[config.mk]
export PLATFORM = sky130hd
export DESIGN_NAME = sm_bin2bcd
export DESIGN_NICKNAME = d
export VERILOG_FILES = /design/src/rtl/sm_bin2bcd_pkg.sv /design/src/rtl/bcd_digit_adj.sv /design/src/rtl/sm_bin2bcd.sv
export SDC_FILE = /design/constraint.sdc
export NUM_CORES = 1
export LEC_CHECK = 0
export BUFFER_PORTS_ARGS = -buffer_cell sky130_fd_sc_hd__buf_2
export CORE_ASPECT_RATIO = 1.75
export CORE_MARGIN = 2
export CORE_UTILIZATION = 50
export CTS_CLUSTER_DIAMETER = 80
export DETAILED_ROUTE_END_ITERATION = 8
export PLACE_DENSITY = 0.71
export SETUP_SLACK_MARGIN = 0.05
export SYNTH_ARGS = -nofsm -noshare
export SYNTH_HDL_FRONTEND = slang
export SYNTH_SLANG_ARGS = --single-unit
[constraint.sdc]
create_clock -name clk -period 2.29 [get_ports clk]
set_clock_uncertainty 0.1 [all_clocks]
set_input_delay 0.3435 -clock clk [delete_from_list [all_inputs] [get_ports clk]]
set_output_delay 0.3435 -clock clk [all_outputs]
set_load 0.02 [all_outputs]
[src/rtl/sm_bin2bcd_pkg.sv]
// Shared types and elaboration helpers for the sign-magnitude to BCD converter.
package sm_pkg;

    // Controller states: wait for a request, run the shift-and-add-3 loop, publish.
    typedef enum logic [1:0] {
        IDLE = 2'd0,
        OP   = 2'd1,
        DONE = 2'd2
    } state_t;

    // Smallest digit count whose range 10^d exceeds the largest (n-1)-bit magnitude.
    function automatic int min_digits(input int n);
        longint unsigned max_mag;
        longint unsigned pow10;
        int              digits;
        max_mag = (longint'(1) << (n - 1)) - 1;
        pow10   = 10;
        digits  = 1;
        while (pow10 <= max_mag) begin
            pow10  = pow10 * 10;
            digits = digits + 1;
        end
        return digits;
    endfunction

endpackage

[src/rtl/bcd_digit_adj.sv]
// Double-dabble digit correction: a digit of 5 or more gets 3 added so that
// the following left shift carries correctly into the next decade.
module bcd_digit_adj (
    input  logic [3:0] din,
    output logic [3:0] dout
);

    // Add-3 correction, purely combinational.
    always_comb begin
        dout = din;
        if (din >= 4'd5) begin
            dout = din + 4'd3;
        end
    end

endmodule

[src/rtl/sm_bin2bcd.sv]
// Sequential sign-magnitude to packed-BCD converter with start/ready/done_tick
// handshake. One conversion takes N cycles from acceptance to done_tick.
module sm_bin2bcd
    import sm_pkg::*;
#(
    parameter int N = 8,
    parameter int D = 3
) (
    input  logic           clk,
    input  logic           reset_n,
    input  logic           start,
    input  logic [N-1:0]   sm_in,
    output logic           ready,
    output logic           done_tick,
    output logic           sign,
    output logic [4*D-1:0] bcd
);

    localparam int NW    = $clog2(N);
    localparam int MIN_D = min_digits(N);

    // Refuse to build a converter that cannot represent every magnitude.
    generate
        if (D < MIN_D) begin : g_bad_digits
            $error("sm_bin2bcd: D=%0d too small for N=%0d, need %0d", D, N, MIN_D);
        end
    endgenerate

    state_t           state_reg;
    logic [NW-1:0]    n_reg;
    logic [N-2:0]     mag_reg;
    logic [4*D-1:0]   bcd_reg;
    logic             sign_reg;
    logic [4*D-1:0]   bcd_adj;
    logic [4*D-1:0]   bcd_shift;

    // One corrector per digit, all working on the current partial result.
    generate
        for (genvar i = 0; i < D; i++) begin : g_adj
            bcd_digit_adj u_adj (
                .din  (bcd_reg[4*i +: 4]),
                .dout (bcd_adj[4*i +: 4])
            );
        end
    endgenerate

    // Corrected digits shifted left, pulling in the next magnitude bit.
    assign bcd_shift = {bcd_adj[4*D-2:0], mag_reg[N-2]};

    // Handshake outputs decode straight from the state register.
    assign ready     = (state_reg == IDLE);
    assign done_tick = (state_reg == DONE);

    // Controller, datapath and output registers.
    // NOTE: every register, including the datapath, is cleared by reset so an
    // aborted conversion leaves no stale partial value behind.
    always_ff @(posedge clk or negedge reset_n) begin
        if (!reset_n) begin
            state_reg <= IDLE;
            n_reg     <= '0;
            mag_reg   <= '0;
            bcd_reg   <= '0;
            sign_reg  <= 1'b0;
            bcd       <= '0;
            sign      <= 1'b0;
        end else begin
            // NOTE: non-blocking assignments so every register samples the
            // pre-edge value of its neighbours, as real flops do.
            case (state_reg)
                IDLE: begin
                    if (start) begin
                        mag_reg   <= sm_in[N-2:0];
                        sign_reg  <= sm_in[N-1];
                        bcd_reg   <= '0;
                        n_reg     <= NW'(N - 1);
                        state_reg <= OP;
                    end
                end
                OP: begin
                    bcd_reg <= bcd_shift;
                    mag_reg <= {mag_reg[N-3:0], 1'b0};
                    n_reg   <= n_reg - NW'(1);
                    if (n_reg == NW'(1)) begin
                        // Publish on the last shift so the result is already
                        // visible in the cycle done_tick is high.
                        bcd       <= bcd_shift;
                        sign      <= sign_reg & (|bcd_shift);
                        state_reg <= DONE;
                    end
                end
                DONE: begin
                    state_reg <= IDLE;
                end
                default: begin
                    state_reg <= IDLE;
                end
            endcase
        end
    end

endmodule

Word level (Yosys, flattened, before mapping)

Index checks and enable logic that the tools add are counted.

Bits in registers: 38
Output and inout port bits: 15
Bits of input ports: 11
Logic and storage cells: 39

Reductions and logical operators: 7
Magnitude comparators: 3
Equal/unequal tests: 5
Bitwise gates (word level): 1
$add $sub $neg: 4
Mux-type cells: 12

Operators with widths:

| operator                                                                            | count |
|---|---|
| 12-bit case mux with 2 select lines                                                 | 1 |
| 7-bit case mux with 2 select lines                                                  | 1 |
| 4-bit by 3-bit greater-or-equal comparator with 1-bit output, second input constant | 3 |
| 12-bit two-way mux                                                                  | 1 |
| 12-bit OR reduction                                                                 | 1 |
| 4-bit by 2-bit adder with 4-bit output, second input constant                       | 2 |
| 4-bit two-way mux                                                                   | 2 |
| 2-bit AND reduction                                                                 | 4 |
| 7-bit two-way mux                                                                   | 1 |
| 3-bit two-way mux                                                                   | 2 |
| 3-bit case mux with 2 select lines                                                  | 1 |
| 2-bit two-way mux                                                                   | 2 |
| 2-bit inequality test, second input constant                                        | 2 |
| 2-bit case mux with 2 select lines                                                  | 1 |
| 3-bit by 2-bit adder with 3-bit output, second input constant                       | 1 |
| 3-bit by 1-bit == test with 1-bit output, second input constant                     | 1 |
| 3-bit by 1-bit subtractor with 3-bit output, second input constant                  | 1 |
| 2-bit by 1-bit == test with 1-bit output, second input constant                     | 1 |
| 2-bit == test, second input constant                                                | 1 |
| 2-bit logical NOT                                                                   | 1 |
| 2-bit nonzero test                                                                  | 1 |
| 1-bit bitwise AND                                                                   | 1 |

Depth between registers and ports, before layout

Gate-level depths: netlist of the first run.

Word-level depth: 4
Depth in mapped cells: 8
Mapped depth without buffers: 7

Modules after synthesis

Synthesis of the first run repeated with hierarchy kept, for this count alone.

Cell total of the unflattened synthesis: 170
Area total of the unflattened synthesis: 1919.3 um2

By module, submodules not included:

| module        | area an instance (um2) | times used | seq. area each (um2) | cells each |
|---|---|---|---|---|
| sm_bin2bcd    | 1615.3                 | 1          | 950.9                | 122 |
| bcd_digit_adj | 101.3                  | 3          | 0.0                  | 16 |

Worst setup path before layout of the first run

Ideal clock, no wire load.

Path type: flip-flop to flip-flop
Start point: register bcd_reg[0]
End point: register sign
Buffers on the path: 0
Setup time: 0.142 ns
Slack: 0.565 ns
Arrival time: 1.483 ns
Clock period less this slack: 1.725 ns
Cell stages (with the launch flop): 8
Data required time: 2.048 ns
Cells stage by stage: dfrtp_1 -> inv_1 -> ha_1 -> nand2b_2 -> a21oi_2 -> and3_2 -> o2111a_1 -> a41oi_2

Cells in the longest elaborated chain, start to end: 4

Ends and longest elaborated chain:

| element                                                                                                                       | line                                     | source |
|---|---|---|
| start, declared                                                                                                               | sm_bin2bcd.sv:32                         | `logic [4*D-1:0] bcd_reg;` |
| start signal, assigned                                                                                                        | sm_bin2bcd.sv:80                         | `bcd_reg <= bcd_shift;` |
| 4-bit by 2-bit adder with 4-bit output / 4-bit by 3-bit greater-or-equal comparator with 1-bit output (equally long branches) | bcd_digit_adj.sv:12, bcd_digit_adj.sv:11 |  |
| 4-bit two-way mux *                                                                                                           | bcd_digit_adj.sv:11                      | `if (din >= 4'd5) begin` |
| 12-bit OR reduction *                                                                                                         | sm_bin2bcd.sv:87                         | `sign <= sign_reg & (\|bcd_shift);` |
| 1-bit bitwise AND *                                                                                                           | sm_bin2bcd.sv:87                         |  |
| end signal, assigned                                                                                                          | sm_bin2bcd.sv:87                         |  |
| end, declared                                                                                                                 | sm_bin2bcd.sv:15                         | `output logic sign,` |

Mark *: on every way between the ends. The rest lies on a longest branch, timed or not.
A chain may end at the register's enable or synchronous reset.

Worst setup path in the final report of the first run

Ends and elaborated chain as after synthesis.

==> summary.txt, run 1 <==
Num CTS Buffers - 5
I/O Buffers - 25
status - finished, final reports clean
routed via count - 1434
core area - 3630 µm²
via/cell ratio - 5.35
Met1 Wirelength - 1450 µm
clock root buffer - clkbuf_8
Comb pwr share - 0.475
Buf/Inv on CP - 1
post-CTS sizing - 0
Layout Nets - 241
grt total ovfl - 0
delay-heaviest family, CP - compound AO/OA/AOI/OAI gates
highest metal used - met4
Max Transition Viols Final - 0
Setup Fix Bufs, Post-CTS - 0
fraction of layout cells with a size suffix above 1 - 0.207
commonest cells in the netlist - 38 x dfrtp_1, 35 x o21ai_0, 23 x nand2_1, 13 x inv_1, 11 x nand3_1
FP Rows - 29
DRC Markers - 0
Yosys reg bits - 38
Slew @ Worst Pin - 825 ps
worst path required time - 2350 ps
top cells by area, synth - dfrtp_1 51%, o21ai_0 9.3%, ha_1 5.3%, mux2i_1 4.8%, nand2_1 4.6%
Async S/R FF share, synth - 1.00
area leader, netlist - dfrtp_1
peak supply drop - 844 µV
1st-pass router iterations - 6
Worst path max stage delay - 410 ps
Ys Warns - 0
EDFF count, synth - 0
htree depth - 2
final RePlAce weighted congestion - 0.876
arrival time at the worst endpoint - 1900 ps
Synth cell types - 30
WS Path Type - reg2reg
met3 wire length - 143 µm
HPWL Detailed - 2540 µm
antenna cells - 0
crit path launch type - flip-flop
Achievable Freq - 0.544 GHz
post-route minimum period - 1840 ps
Hold Path Class - in2async
CTS tree - yes
Final setup viols - 0
Post-CTS Hold Buffers - 0
die width - 50.3 µm
ys flop type - dfrtp_1
switching pwr - 1.30 mW
Clock Latency Late Sink - 290 ps
RSZ-0062 raised after global routing - false
Max Buffers Root-to-Sink - 2
max reg flops - 24
first-pass GRT wire length - 5910 µm
mapped cell area - 1880 µm²
Routed Antenna Nets - 0
number of global-route vias before repair - 1340
Area Growth Syn to Fin - 14.1%
CP startpoint - bcd_reg[0]
CP Max Fanout - 5
average routed wire per standard cell - 12.8 µm
Initial Util - 0.517
crit-path cells - inv_1 > ha_1 > nand2b_2 > a21oi_2 > and3_2 > o2111a_1 > a41oi_2
total track usage - 0.183
max_cap viols - 0
cell with the most instances after synthesis - dfrtp_1
share of the synthesized area in the top cell type - 0.507
internal power - 1.73 mW
Routed WL - 3430 µm
Slew HR - 0.450
Syn Nets - 212
Die ar. - 4280 µm²
largest net degree at the start of global routing - 39
CTS sink cnt - 38
io pins - 26
Lkg Pwr - 1.07 nW
Non-Filler Instances - 268
Pwr Density - 1410 nW/µm²
Gate Count Post-Synth - 193
FF-to-FF Start - bcd_reg[0]
Die H - 85.1 µm
final core occ - 0.590
syn_area_per_cell - 9.72 µm²
sequential share of the synthesized area - 0.507
Post-Place Cells - 261
Sw Share - 0.429
initial antenna violation count - 0
CTS clock-pin slew for the worst setup and hold paths - 80 ps
CP endpoint kind - flip-flop
met2 routed WL - 1770 µm
setup_tns - 0 ps
slowest CP cell - dfrtp_1
Final Hold Fails - 0
Hold Slack - 44.1 ps
starting DRC count in detailed routing - 30
fillers - 353
Flop pwr share - 0.384
fin crit share - 0.803
Clock Power Share - 0.141
-- through the flow --
step / area (µm²) / setup slack [ps] / power [mW]
final: 2140 / 452 / 3.03
after global routing: 2140 / 325 / 3.30
after CTS: 2140 / 436 / 3.07
after detailed placement: 2060 / 466 / 2.64
after global placement: 2060 / 484 / 2.60
after floorplan: 1880 / 565 / 2.20
-- power groups by stage --
stage | sequential, mW | combinational (mW) | clock (mW)
after floorplan | 1.27 | 0.932 | 0
after global placement | 1.17 | 1.43 | 0
after detailed placement | 1.18 | 1.46 | 0
after CTS | 1.17 | 1.46 | 0.446
after global routing | 1.21 | 1.62 | 0.476
final | 1.16 | 1.44 | 0.427
-- cells in the final DEF, fill, tap and decap left out --
cell type   n
a41oi_2     1
nand2_1    23
inv_1      13
nand2b_1    3
and3_1      1
mux2_2      2
o31ai_1     1
nor2_2      1
buf_2      25
nor2_1      3
clkinv_2    2
nor3_1      4
o21ai_0    35
a21oi_1     8
and4_1      1
dfrtp_1    38
buf_4       6
xnor2_1     3
o2111a_1    1
o211ai_1    1
clkbuf_8    5
nand3_1    11
nor3b_1     5
o21ai_1     4
and2b_1     3
nand2b_2    1
a21oi_2     2
nand4bb_1   1
ha_1        8
mux2i_1     9
and3_2      1
-- layout make-up --
type / count / area, µm² / share of cell area
repair buffers: 31 / 170 / 0.0795
clock buffers: 5 / 68.8 / 0.0321
clock inverters: 2 / 10.0 / 0.00468
well taps: 46 / 57.6 / 0.0269
multi-input cells: 133 / 835 / 0.390
flip-flops and latches: 38 / 951 / 0.444
inverters: 13 / 48.8 / 0.0228
-- path summary, 6_finish.rpt --
check	endpoint	slack, ps	cells after the start
max	sign	450	7
min	bcd[7]	40	1
max reg2reg	sign	450	7
min reg2reg	bcd[6]	380	2
max in group asynchronous	bcd[10]	1510	1
min in group clk	mag_reg[0]	180	3
-- metal layers --
| layer | vias up | global-route usage |
|---|---|---|
| li1 | 718 | - |
| met1 | 676 | 0.211 |
| met2 | 33 | 0.313 |
| met3 | 7 | 0.0475 |
| met4 | 0 | 0.0811 |
| met5 | - | 0 |
-- cells by family (layout without fill, tap and decap cells) --
kind of cell             after synthesis  in the layout  synth area share
AO/OA/AOI/OAI                         53             53             0.157
AND/OR/NAND/NOR                       58             58             0.160
buffers and inverters                 22             51            0.0487
adder cells (fa/ha/maj)                8              8            0.0533
XOR/XNOR                               3              3            0.0140
multiplexers                          11             11            0.0600
flip-flops                            38             38             0.507
Power figures use the tool's default switching activity.
==> run 2: changes to the inputs <==
PLACE_DENSITY = 0.74   (was 0.71)
clock period = 1.65 ns   (was 2.29 ns; I/O delays follow)
==> summary.txt, run 2 (synthesis results as in run 1) <==
status - finished, violations left
violated checks - negative setup slack
io pins - 26 (unchanged)
Lkg Pwr - 1.17 nW (+9.5%)
worst path required time - 1710 ps (-640 ps)
FF-to-FF Start - bcd_reg[0]
switching pwr - 2.09 mW (+61%)
Area Growth Syn to Fin - 29.7%
max_cap viols - 0 (unchanged)
Worst Setup Slack, final - -11.0 ps (-463 ps)
total track usage - 0.215 (+0.0316)
peak supply drop - 1260 µV (+49%)
CTS clock-pin slew for the worst setup and hold paths - 70 ps (about the same)
Buf/Inv on CP - 1 (unchanged)
Flop pwr share - 0.337 (-0.047)
Clock Latency Late Sink - 290 ps (about the same)
I/O Buffers - 25 (unchanged)
crit-path cells - inv_2 > ha_4 > nand2b_4 > a21oi_4 > and3_4 > o2111a_1 > a41oi_2
first-pass GRT wire length - 6980 µm (+18%)
worst r2r dst - sign
worst reg2reg setup slack - -10 ps (-460 ps)
delay-heaviest family, CP - compound AO/OA/AOI/OAI gates
final RePlAce weighted congestion - 0.747 (-15%)
Initial Util - 0.517 (unchanged)
max reg flops - 24 (unchanged)
initial antenna violation count - 0 (unchanged)
slowest CP cell - dfrtp_2
WS Path Type - reg2reg
Stages on worst setup path - 7 (unchanged)
arrival time at the worst endpoint - 1720 ps (-180 ps)
commonest non-fill, non-tap cells in the layout - 36 x dfrtp_1, 29 x o21ai_0, 25 x buf_2
average routed wire per standard cell - 14.3 µm (+12%)
FP Rows - 29 (unchanged)
Die ar. - 4280 µm² (unchanged)
starting DRC count in detailed routing - 58 (+93%)
Hold Path Class - in2reg
setup_tns - -11.0 ps (-11.0 ps)
RSZ-0062 raised after global routing - true
fin crit share - 1.01 (+0.204)
Die H - 85.1 µm (unchanged)
1st-pass router iterations - 4 (-2)
htree depth - 2 (unchanged)
die width - 50.3 µm (unchanged)
Clock Power Share - 0.120 (-0.021)
Routed Antenna Nets - 0 (unchanged)
worst setup path end - sign
Sw Share - 0.422 (-0.00641)
Comb pwr share - 0.543 (+0.068)
CP startpoint - bcd_reg[0]
CTS sink cnt - 38 (unchanged)
Max Buffers Root-to-Sink - 2 (unchanged)
Routed WL - 4070 µm (+19%)
crit path launch type - flip-flop
Pwr Density - 2030 nW/µm² (+44%)
internal power - 2.86 mW (+65%)
core area - 3630 µm² (unchanged)
grt total ovfl - 0 (unchanged)
DRC Markers - 0 (unchanged)
clock root buffer - clkbuf_8
largest net degree at the start of global routing - 27 (-31%)
via/cell ratio - 5.29 (-1.1%)
fraction of layout cells with a size suffix above 1 - 0.356 (+0.148)
Achievable Freq - 0.602 GHz (+11%)
Worst path max stage delay - 440 ps (+30 ps)
Slew HR - 0.708 (+0.258)
Design Area, Final - 2430 µm² (+14%)
CTS tree - yes
Num CTS Buffers - 5 (unchanged)
Max Transition Viols Final - 0 (unchanged)
most common cell after layout, fill and taps aside - dfrtp_1
post-place instance area - 2230 µm² (+8.2%)
CP endpoint kind - flip-flop
Layout Nets - 258 (+7.1%)
HPWL Detailed - 2940 µm (+16%)
post-route minimum period - 1660 ps (-177 ps)
routed via count - 1508 (+5.2%)
antenna cells - 0 (unchanged)
Final Hold Fails - 0 (unchanged)
cell depth of the worst flop-to-flop path - 7 (unchanged)
Final setup viols - 1 (+1)
CP Max Fanout - 4 (-1)
Slew @ Worst Pin - 438 ps (-387 ps)
number of global-route vias before repair - 1633 (+22%)
## run 2: cell count changes in the layout (fill, tap and decap cells not counted), moves of 4 or more
| cell | delta |
|---|---|
| a21oi_1 | -4 |
| buf_4 | +14 |
| ha_1 | -5 |
| ha_4 | +4 |
| inv_1 | -6 |
| inv_2 | +6 |
| o21ai_0 | -6 |
| o21ai_1 | +6 |
## run 2: tightest hold or removal path, cell delays in order
cell and delay [ps]:
buf_2 100, inv_1 40, o21ai_1 60
## run 2: final cells by class
class                   count  area (µm²)
flip-flops and latches     38         953
well taps                  46        57.6
fillers                   305        1190
multi-input cells         133         981
inverters                  13        48.8
clock buffers               7        76.3
repair buffers             48         317
## run 2: repair_timing
action                                  CTS  global route
pin swaps                                 6             7
endpoints found under the setup margin    6            17
hold buffers                              1             0
hold endpoints to repair                 17             0
gates resized for setup                  11            21
setup buffers                             1             0
## run 2: how the worst min path moves through the flow
stage / startpoint / endpoint / slack, ps / cells past startpoint
6_report: sm_in[0] / mag_reg[0] / 90 / 3
5_1_grt: sm_in[7] / sign_reg / 80 / 2
4_1_cts: sm_in[7] / sign_reg / 90 / 2
3_5_place_dp: reset_n / bcd[4] / 120 / 1
3_3_place_gp: reset_n / bcd[4] / 110 / 1
2_1_floorplan: reset_n / bcd[0] / -150 / 0
## run 2: layer usage
metal / up-vias / GRT usage / part of all wire
met5: - / 0 / 0
met4: 0 / 0.113 / 0.026
met3: 9 / 0.0475 / 0.034
met2: 34 / 0.376 / 0.54
met1: 713 / 0.237 / 0.40
li1: 752 / - / -
## run 2: metrics by stage
stage                     worst slack (ps)  total power, mW  std cells  hold WS [ps]   util
final                                -11.0             4.95        285          93.6  0.671
after detailed placement             -37.8             4.06        276           118  0.615
after floorplan                       54.0             3.17        193          -148      -
after CTS                             25.3             4.80        285          86.7  0.653
after global placement               -4.22             3.97        276           111  0.615
after global routing                 -60.5             5.39        285          83.7  0.671
## run 2: power groups by stage
stage | registers, mW | logic, mW | clock network, mW
after floorplan | 1.78 | 1.39 | 0
after global placement | 1.63 | 2.34 | 0
after detailed placement | 1.65 | 2.41 | 0
after CTS | 1.65 | 2.53 | 0.617
after global routing | 1.73 | 3.00 | 0.660
final | 1.67 | 2.69 | 0.594
==> run 3: changes to the inputs <==
PLACE_DENSITY = 0.81   (was 0.74)
==> summary.txt, run 3 (synthesis results as in run 1) <==
status - finished, final reports clean
starting DRC count in detailed routing - 42 (-28%)
Max Transition Viols Final - 0 (unchanged)
Initial Util - 0.517 (unchanged)
Num CTS Buffers - 5 (unchanged)
Die ar. - 4280 µm² (unchanged)
most common cell after layout, fill and taps aside - dfrtp_1
Lkg Pwr - 1.20 nW (+2.9%)
Pwr Density - 2030 nW/µm² (-0.38%)
Hold Path Origin - sm_in[7]
Design Area, Final - 2490 µm² (+2.5%)
Die H - 85.1 µm (unchanged)
initial antenna violation count - 0 (unchanged)
setup_tns - 0 ps (+11.0 ps)
worst reg2reg setup slack - 6 ps (+20 ps)
peak supply drop - 1310 µV (+4.1%)
final core occ - 0.687 (+0.0166)
Post-Place Cells - 270 (-2.2%)
worst path required time - 1710 ps (about the same)
Routed Antenna Nets - 0 (unchanged)
arrival time at the worst endpoint - 1710 ps (about the same)
commonest non-fill, non-tap cells in the layout - 37 x dfrtp_1, 28 x o21ai_0, 26 x buf_2
Final setup viols - 0 (-1)
Hold Path Class - in2reg
overall power - 5.05 mW (+2.1%)
total track usage - 0.216 (+0.000779)
post-route minimum period - 1640 ps (-17.2 ps)
clock root buffer - clkbuf_8
crit-path cells - inv_2 > ha_4 > nand2b_4 > a21oi_4 > and3_2 > o2111a_1 > a41oi_2
CTS sink cnt - 38 (unchanged)
Max Buffers Root-to-Sink - 2 (unchanged)
fillers - 276 (-9.5%)
worst r2r dst - sign
FP Rows - 29 (unchanged)
grt total ovfl - 0 (unchanged)
Worst Hold Depth - 2 (-1)
fraction of layout cells with a size suffix above 1 - 0.389 (+0.0337)
slowest CP cell - dfrtp_1
first-pass GRT wire length - 6890 µm (-1.2%)
Slew @ Worst Pin - 476 ps (+37.7 ps)
RSZ-0062 raised after global routing - true
DRC Markers - 0 (unchanged)
antenna cells - 0 (unchanged)
max_cap viols - 0 (unchanged)
Worst Setup Slack, final - 6.20 ps (+17.2 ps)
HPWL Detailed - 2670 µm (-9.0%)
core area - 3630 µm² (unchanged)
Routed WL - 4130 µm (+1.4%)
1st-pass router iterations - 4 (unchanged)
worst hold path endpoint - sign_reg
routed via count - 1574 (+4.4%)
WS Path Type - reg2reg
final RePlAce weighted congestion - 0.858 (+15%)
die width - 50.3 µm (unchanged)
via/cell ratio - 5.43 (+2.6%)
Final Hold Fails - 0 (unchanged)
crit path launch type - flip-flop
cell depth of the worst flop-to-flop path - 7 (unchanged)
max reg flops - 24 (unchanged)
Area Growth Syn to Fin - 32.9%
Layout Nets - 262 (+1.6%)
post-place instance area - 2170 µm² (-2.6%)
Hold Slack - 95.7 ps (+2.18 ps)
Non-Filler Instances - 290 (+1.8%)
CTS tree - yes
I/O Buffers - 25 (unchanged)
Clock Latency Late Sink - 300 ps (about the same)
FF-to-FF Start - bcd_reg[1]
largest net degree at the start of global routing - 39 (+44%)
CTS clock-pin slew for the worst setup and hold paths - 80 ps (about the same)
Slew HR - 0.683 (-0.0251)
Worst path max stage delay - 400 ps (-40 ps)
average routed wire per standard cell - 14.2 µm (-0.40%)
io pins - 26 (unchanged)
CP Max Fanout - 5 (+1)
pre-CTS setup slack - -65.8 ps (-28.0 ps)
htree depth - 2 (unchanged)
CP endpoint kind - flip-flop
fin crit share - 0.996 (-0.0104)
number of global-route vias before repair - 1517 (-7.1%)
Achievable Freq - 0.608 GHz (+1.0%)
## run 3: cell count changes in the layout (fill, tap and decap cells not counted), sizes merged
cell,change
buf,+4
clkinv,+1
## run 3: worst max-delay path by stage
stage               startpoint  endpoint  slack, ps  depth (start not counted)
CTS                 bcd_reg[0]      sign         20                          7
finish              bcd_reg[1]      sign          6                          7
global placement    bcd_reg[0]      sign        -40                          7
detailed placement  bcd_reg[4]      sign        -70                          7
global route        bcd_reg[1]      sign        -90                          7
floorplan           bcd_reg[1]      sign         50                          7
## run 3: what timing repair did
action	CTS	global route
cloned	0	0
resized for setup	18	19
endpoints found under the hold margin	38	0
endpoints found under the setup margin	3	17
pin swaps	8	4
hold buffers	1	0
buffers inserted	7	5
## run 3: where the power goes
part	leakage, nW	internal (mW)	switching, mW
combinational	0.672	1.25	1.49
clock	0.0482	0.337	0.317
sequential	0.481	1.33	0.324
## run 3: routing by layer
metal  global-route usage  vias up  routed length [µm]
met5                    0        -                   0
met2                0.374       33                2270
met4                0.120        0                 148
met3               0.0423       15                 128
li1                     -      768                   -
met1                0.240      758                1590
## run 3: layout make-up
type | count | area [µm²] | share of cell area
multi-input cells | 133 | 1010 | 0.404
flip-flops and latches | 38 | 952 | 0.382
repair buffers | 52 | 335 | 0.134
clock buffers | 7 | 86.3 | 0.0346
well taps | 46 | 57.6 | 0.0231
inverters | 13 | 48.8 | 0.0196
clock inverters | 1 | 5.00 | 0.00201
## run 3: worst max-delay path, delay by kind of cell, from the launching register on
kind	cells	cell delay (ps)
AND/OR/NAND/NOR	2	260
flip-flops	1	400
buffers and inverters	1	120
AO/OA/AOI/OAI	3	460
adder cells (fa/ha/maj)	1	190
